$ cat src/rtl/vga_pkg.sv
// Purpose: shared VGA timing constants and the palette-update entry type.
// Latency: n/a (types and constants only).
// Backpressure: n/a.
// Contents: H_ACTIVE/V_ACTIVE/V_TOTAL shared with the timing generator and colour
// fetch; pal_entry_t carries one colormap update (index + 15-bit colour).
package vga_pkg;

    localparam int H_ACTIVE = 800;
    localparam int V_ACTIVE = 480;
    localparam int V_TOTAL  = 525;

    typedef struct packed {
        logic [3:0]  idx;
        logic [14:0] color;
    } pal_entry_t;

endpackage

$ cat src/rtl/vga_frame_sched_pal_fifo.sv
// Purpose: synchronous FIFO of pal_entry_t holding palette updates until blanking.
// Latency: push visible at the head one cycle later; pop_dat is the head, read combinationally.
// Backpressure: full/empty are decodes of the count register; push when full and pop when empty are ignored.
// Ports: clk, rst (sync, active-high), push/push_dat, pop/pop_dat, full, empty.
module pal_fifo
    import vga_pkg::*;
#(
    parameter int DEPTH = 8
) (
    input  logic       clk,
    input  logic       rst,
    input  logic       push,
    input  pal_entry_t push_dat,
    input  logic       pop,
    output pal_entry_t pop_dat,
    output logic       full,
    output logic       empty
);

    localparam int          AW       = $clog2(DEPTH);
    localparam logic [AW:0] FULL_CNT = (AW + 1)'(DEPTH);

    pal_entry_t          mem [DEPTH];
    logic [AW-1:0]       wr_ptr;
    logic [AW-1:0]       rd_ptr;
    // One extra bit so that a full FIFO and an empty FIFO are distinguishable.
    logic [AW:0]         count;
    logic                do_push;
    logic                do_pop;

    assign do_push = push && !full;
    assign do_pop  = pop && !empty;
    assign full    = (count == FULL_CNT);
    assign empty   = (count == '0);
    assign pop_dat = mem[rd_ptr];

    // Storage is not reset: stale contents are unreachable once the pointers clear.
    always_ff @(posedge clk) begin
        if (do_push) begin
            mem[wr_ptr] <= push_dat;
        end
    end

    // Pointers are exactly log2(DEPTH) bits so they wrap without compare logic.
    always_ff @(posedge clk) begin
        if (rst) begin
            wr_ptr <= '0;
            rd_ptr <= '0;
            count  <= '0;
        end else begin
            if (do_push) begin
                wr_ptr <= wr_ptr + 1'b1;
            end
            if (do_pop) begin
                rd_ptr <= rd_ptr + 1'b1;
            end
            case ({do_push, do_pop})
                2'b10:   count <= count + 1'b1;
                2'b01:   count <= count - 1'b1;
                default: count <= count;
            endcase
        end
    end

endmodule

$ cat src/rtl/vga_frame_sched.sv
// Purpose: commit framebuffer swaps and colormap updates only inside vertical blanking.
// Latency: swap_ack/front_buf one cycle after (sx=0, sy=V_ACTIVE); queued palette writes one per cycle, pal_we one cycle after each pop.
// Backpressure: pal_ready = !full of the palette FIFO, decoded from its count register (no path from the pop).
// Ports: pixel_clk, rst (sync, active-high); sx/sy scan position; swap_req -> swap_pending/swap_ack/front_buf;
// pal_valid/pal_ready/pal_idx/pal_color update stream -> pal_we/pal_wr_idx/pal_wr_color colormap write port.
module vga_frame_sched
    import vga_pkg::*;
#(
    parameter int H_ACTIVE  = vga_pkg::H_ACTIVE,
    parameter int V_ACTIVE  = vga_pkg::V_ACTIVE,
    parameter int V_TOTAL   = vga_pkg::V_TOTAL,
    parameter int PAL_DEPTH = 8
) (
    input  logic        pixel_clk,
    input  logic        rst,
    input  logic [9:0]  sx,
    input  logic [9:0]  sy,
    input  logic        swap_req,
    output logic        swap_pending,
    output logic        swap_ack,
    output logic        front_buf,
    input  logic        pal_valid,
    output logic        pal_ready,
    input  logic [3:0]  pal_idx,
    input  logic [14:0] pal_color,
    output logic        pal_we,
    output logic [3:0]  pal_wr_idx,
    output logic [14:0] pal_wr_color
);

    // Reject geometries the 10-bit scan counters or the FIFO pointers cannot express.
    if (H_ACTIVE < 1 || H_ACTIVE > 1024 || V_ACTIVE < 1 || V_ACTIVE >= V_TOTAL ||
        V_TOTAL > 1024 || PAL_DEPTH < 2 || (PAL_DEPTH & (PAL_DEPTH - 1)) != 0) begin : g_bad_params
        $error("vga_frame_sched: unsupported timing or PAL_DEPTH parameters");
    end

    localparam logic [9:0] VBLANK_LINE = 10'(V_ACTIVE);
    localparam logic [9:0] LAST_LINE   = 10'(V_TOTAL - 1);

    logic       vblank_entry;
    logic       drain_ok;
    logic       fifo_full;
    logic       fifo_empty;
    logic       pop;
    pal_entry_t push_entry;
    pal_entry_t head_entry;

    assign vblank_entry = (sy == VBLANK_LINE) && (sx == 10'd0);
    // The final blanking line is left out so a registered write can never
    // land on the first visible pixel of the next frame.
    assign drain_ok     = (sy >= VBLANK_LINE) && (sy < LAST_LINE);
    assign pop          = drain_ok && !fifo_empty;
    assign pal_ready    = !fifo_full;

    assign push_entry.idx   = pal_idx;
    assign push_entry.color = pal_color;

    pal_fifo #(
        .DEPTH (PAL_DEPTH)
    ) u_pal_fifo (
        .clk      (pixel_clk),
        .rst      (rst),
        .push     (pal_valid && pal_ready),
        .push_dat (push_entry),
        .pop      (pop),
        .pop_dat  (head_entry),
        .full     (fifo_full),
        .empty    (fifo_empty)
    );

    // A request arriving on the vblank_entry cycle itself is honoured
    // immediately; a request while one is already pending is absorbed,
    // so the buffer toggles at most once per frame.
    always_ff @(posedge pixel_clk) begin
        if (rst) begin
            front_buf    <= 1'b0;
            swap_pending <= 1'b0;
            swap_ack     <= 1'b0;
        end else begin
            swap_ack <= 1'b0;
            if (vblank_entry && (swap_pending || swap_req)) begin
                front_buf    <= ~front_buf;
                swap_ack     <= 1'b1;
                swap_pending <= 1'b0;
            end else if (swap_req) begin
                swap_pending <= 1'b1;
            end
        end
    end

    // Colormap write port: address/data hold their last value between writes.
    always_ff @(posedge pixel_clk) begin
        if (rst) begin
            pal_we       <= 1'b0;
            pal_wr_idx   <= '0;
            pal_wr_color <= '0;
        end else begin
            pal_we <= pop;
            if (pop) begin
                pal_wr_idx   <= head_entry.idx;
                pal_wr_color <= head_entry.color;
            end
        end
    end

endmodule
$ cat config.mk
export PLATFORM = sky130hd
export DESIGN_NAME = vga_frame_sched
export DESIGN_NICKNAME = d
export VERILOG_FILES = /design/src/rtl/vga_pkg.sv /design/src/rtl/vga_frame_sched_pal_fifo.sv /design/src/rtl/vga_frame_sched.sv
export SDC_FILE = /design/constraint.sdc
export NUM_CORES = 1
export LEC_CHECK = 0
export BUFFER_PORTS_ARGS = -buffer_cell sky130_fd_sc_hd__buf_2
export CAP_MARGIN = 20
export CELL_PAD_IN_SITES_DETAIL_PLACEMENT = 1
export CELL_PAD_IN_SITES_GLOBAL_PLACEMENT = 1
export CORE_UTILIZATION = 46
export DETAILED_ROUTE_END_ITERATION = 6
export GPL_ROUTABILITY_DRIVEN = 0
export GPL_TIMING_DRIVEN = 0
export PLACE_DENSITY_LB_ADDON = 0.1
export SYNTH_ARGS = -nofsm -noshare
export SYNTH_HDL_FRONTEND = slang
export SYNTH_SLANG_ARGS = --single-unit
$ cat constraint.sdc
create_clock -name pixel_clk -period 2.9 [get_ports pixel_clk]
set_clock_uncertainty 0.15 [all_clocks]
set_input_delay 0.29 -clock pixel_clk [delete_from_list [all_inputs] [get_ports pixel_clk]]
set_output_delay 0.29 -clock pixel_clk [all_outputs]
set_load 0.02 [all_outputs]
==> flow_metrics.py <==
metrics = {
    "sta": {
        "tightest_slew_ns": 0.8658,
        "maxSlewViolCount": 0,
        "rsz0062_at_grt": "false",
        "slew_headroom": 0.4228,
        "min_period_ns": 2.698,
        "max_freq_mhz": 370.7,
        "hold_viol": 0,
        "min_period_over_period": 0.9302,
        "timing.final.ws_setup_ns": 0.2023,
        "setup_violations": 0,
    },
    "synthesis": {
        "ys_seq_area_frac": 0.7039,
        "synth.avg_cell_area_um2": 17.59,
        "synth.area.top_cells": "edfxtp_1, mux4_2, dfxtp_1",
        "yosysUniqueCellTypes": 33,
        "syn_area_um2": 7423,
        "ys_ff_latch": 185,
        "yosysTopAreaCellShare": 0.6149,
        "synth_area_leader_cell": "edfxtp_1",
        "ys.flop_type": "edfxtp_1",
        "postSynthCellCount": 422,
        "async_reset_ff_frac": 0,
        "synth_edf_count": 152,
        "syn_nets": 471,
        "yosysWarnings": 0,
    },
    "die": {
        "placementRows": 46,
        "coreArea_um2": 15830,
        "dieArea_um2": 16650,
        "ios": 67,
        "initial_core_util": 0.4690,
        "die_w_um": 129.0,
        "die_h_um": 129.0,
    },
    "worst_setup_path": {
        "required_ns": 3.13,
        "start_kind": "register",
        "critical-path-max-stage-delay_ns": 0.61,
        "end_kind": "register",
        "cp_cell_sequence": "or4b_4, nand2_4, ha_1, ha_1, a21oi_2, a21oi_1, or4_1, a21oi_1",
        "cp_max_fo": 6,
        "worstPathArrival_ns": 2.92,
        "worstSetupPathType": "reg2reg",
        "cp_slowest_cell": "or4b_4",
    },
    "layout": {
        "syn_to_final_growth_pct": 21.93,
        "fillers": 1464,
        "final_cell_area_um2": 9051,
        "fin_nets": 590,
        "antenna_cells": 0,
        "layout-drive-gt1-share": 0.3484,
    },
    "place": {
        "dpl_worst_slack_ns": -0.2000,
        "placed_area_um2": 8223,
        "io_buffer_count": 66,
        "dp_hpwl_um": 11720,
    },
    "job": {
        "drv_cap": 0,
    },
    "drt": {
        "route.detailed.drc": 0,
        "drtAntennaViolNets": 0,
        "drt-total-wl_um": 17090,
        "vias": 4217,
        "drt_first_pass_iters": 5,
        "drt-wirelength-per-cell_um": 22.20,
        "drt_iter0_drc": 171,
        "viasPerCell": 5.477,
    },
    "clocking": {
        "cts_tree": "yes",
        "htreeDepth": 4,
        "cts_buffer_depth": 2,
        "cts_root_buf": "clkbuf_16",
        "cts_made_buffers": 17,
        "clkSinkCount": 185,
        "clkTransAtPathRegs_ns": 0.07,
        "insertion_delay_ns": 0.44,
    },
    "global_route": {
        "grt.overflow.total": 0,
        "grt_pass1_wl_um": 25720,
        "antenna_found_initial": 0,
        "grt_pass1_vias": 4462,
        "grtUsageTotal": 0.2208,
        "grt_max_degree": 17,
    },
    "pwr": {
        "powerDensity_nw_per_um2": 623.6,
        "leakage_nw": 3.098,
        "peakVddDrop_mv": 0.4765,
    },
    "run_status": {
        "outcome": "finished, final reports clean",
    },
    "min_path": {
        "worst_hold_path_type": "in2reg",
    },
}
-- cell families (layout without fill, tap and decap cells) --
| kind of cell | count (synthesis) | count (layout) | synth area share |
|---|---|---|---|
| mux | 60 | 60 | 0.1453 |
| flops | 185 | 185 | 0.7039 |
| simple gates | 106 | 106 | 0.07349 |
| xor+xnor | 4 | 4 | 0.004719 |
| fa+ha+maj | 6 | 6 | 0.01112 |
| compound gates | 31 | 31 | 0.04163 |
| buf+inv | 30 | 162 | 0.01989 |
-- worst paths after layout --
path | start | endpoint | slack (ns) | depth (start not counted)
setup / recovery | u_pal_fifo.count[0]$_SDFFE_PP0P_ | u_pal_fifo.count[3]$_SDFFE_PP0P_ | 0.20 | 8
hold / removal | swap_req | swap_pending$_SDFFE_PP0P_ | 0.05 | 3
setup reg to reg | u_pal_fifo.count[0]$_SDFFE_PP0P_ | u_pal_fifo.count[3]$_SDFFE_PP0P_ | 0.20 | 8
hold reg to reg | front_buf$_SDFFE_PP0P_ | front_buf$_SDFFE_PP0P_ | 0.33 | 2
-- stage by stage --
| step | hold WS [ns] | TNS (ns) | util | cells | total power, mW |
|---|---|---|---|---|---|
| 6_report | 0.04814 | 0 | 0.5719 | 770 | 5.644 |
| 5_1_grt | 0.04287 | 0 | 0.5719 | 770 | 5.798 |
| 4_1_cts | 0.03374 | 0 | 0.5692 | 767 | 5.687 |
| 3_5_place_dp | 0.3274 | -0.2000 | 0.5195 | 716 | 3.358 |
| 3_3_place_gp | 0.3150 | -107.60 | 0.5077 | 704 | 3.315 |
| 2_1_floorplan | 0.2389 | -2.337 | - | 422 | 3.190 |
-- layout make-up --
type / instances / area (µm²) / area share
inverters: 5 / 18.77 / 0.002074
flip-flops and latches: 185 / 5225 / 0.5773
clock buffers: 18 / 429.2 / 0.04742
well taps: 216 / 270.3 / 0.02986
multi-input cells: 207 / 2127 / 0.2350
repair buffers: 101 / 700.7 / 0.07741
plain buffers: 24 / 125.1 / 0.01382
clock inverters: 14 / 155.1 / 0.01714
-- what timing repair did --
action | 4_1_cts | 5_1_grt
buffers inserted | 0 | 4
pin swaps | 0 | 1
hold endpoints to repair | 152 | 0
endpoints found under the setup margin | 1 | 1
gates resized for setup | 2 | 3
hold buffers | 19 | 0
-- cell usage in the layout (no fill, tap or decap), drive strengths merged --
master,Yosys,final
o211ai,19,19
clkbuf,12,29
nor2,14,14
nand4,2,2
nand2,23,23
mux2i,20,20
dfxtp,33,33
bufinv,0,3
xor2,4,4
nor4,7,7
nand2b,4,4
clkinvlp,0,1
or4b,1,1
or4,2,2
nand4b,1,1
nor3,6,6
buf,13,95
fa,1,1
nor2b,21,21
dlygate4sd3,0,19
inv,5,6
and3,1,1
ha,5,5
mux4,38,38
a21oi,8,8
a211o,1,1
or2,1,1
mux2,2,2
o31ai,2,2
a211oi,1,1
nand3,23,23
clkinv,0,9
edfxtp,152,152
-- power breakdown --
part	internal (mW)	total (mW)	switching, mW
clock	1.34	2.32	0.975
sequential	2.94	2.98	0.0326
combinational	0.146	0.348	0.202
total	4.43	5.64	1.21
-- flip-flops by register name, summed over array words and instances, names as in the netlist --
| name | count |
|---|---|
| u_pal_fifo.wr_ptr | 3 |
| front_buf | 1 |
| swap_ack | 1 |
| swap_pending | 1 |
| u_pal_fifo.count | 4 |
| u_pal_fifo.rd_ptr | 3 |
| pal_we | 1 |
| u_pal_fifo.mem | 152 |
| pal_wr_idx | 4 |
| pal_wr_color | 15 |
-- synth_stat cells, drive strengths merged (2+ instances only) --
| cell type | count |
|---|---|
| a21oi | 8 |
| buf | 13 |
| clkbuf | 12 |
| dfxtp | 33 |
| edfxtp | 152 |
| ha | 5 |
| inv | 5 |
| mux2 | 2 |
| mux2i | 20 |
| mux4 | 38 |
| nand2 | 23 |
| nand2b | 4 |
| nand3 | 23 |
| nand4 | 2 |
| nor2 | 14 |
| nor2b | 21 |
| nor3 | 6 |
| nor4 | 7 |
| o211ai | 19 |
| o31ai | 2 |
| or4 | 2 |
| xor2 | 4 |
-- worst max-delay path: cells and delay by family, from the launching register on --
family | cells | cell delay (ns)
AOI/OAI and AO/OA | 3 | 0.39
adders and majority gates | 2 | 0.49
and+or+nand+nor | 3 | 1.21
DFF | 1 | 0.37
-- routing by layer --
metal,GRT usage,part of all wire
met4,0.08097,0.015
met1,0.2779,0.44
met5,0,0
met3,0.04500,0.041
met2,0.3803,0.51
Power figures use the tool's default switching activity.
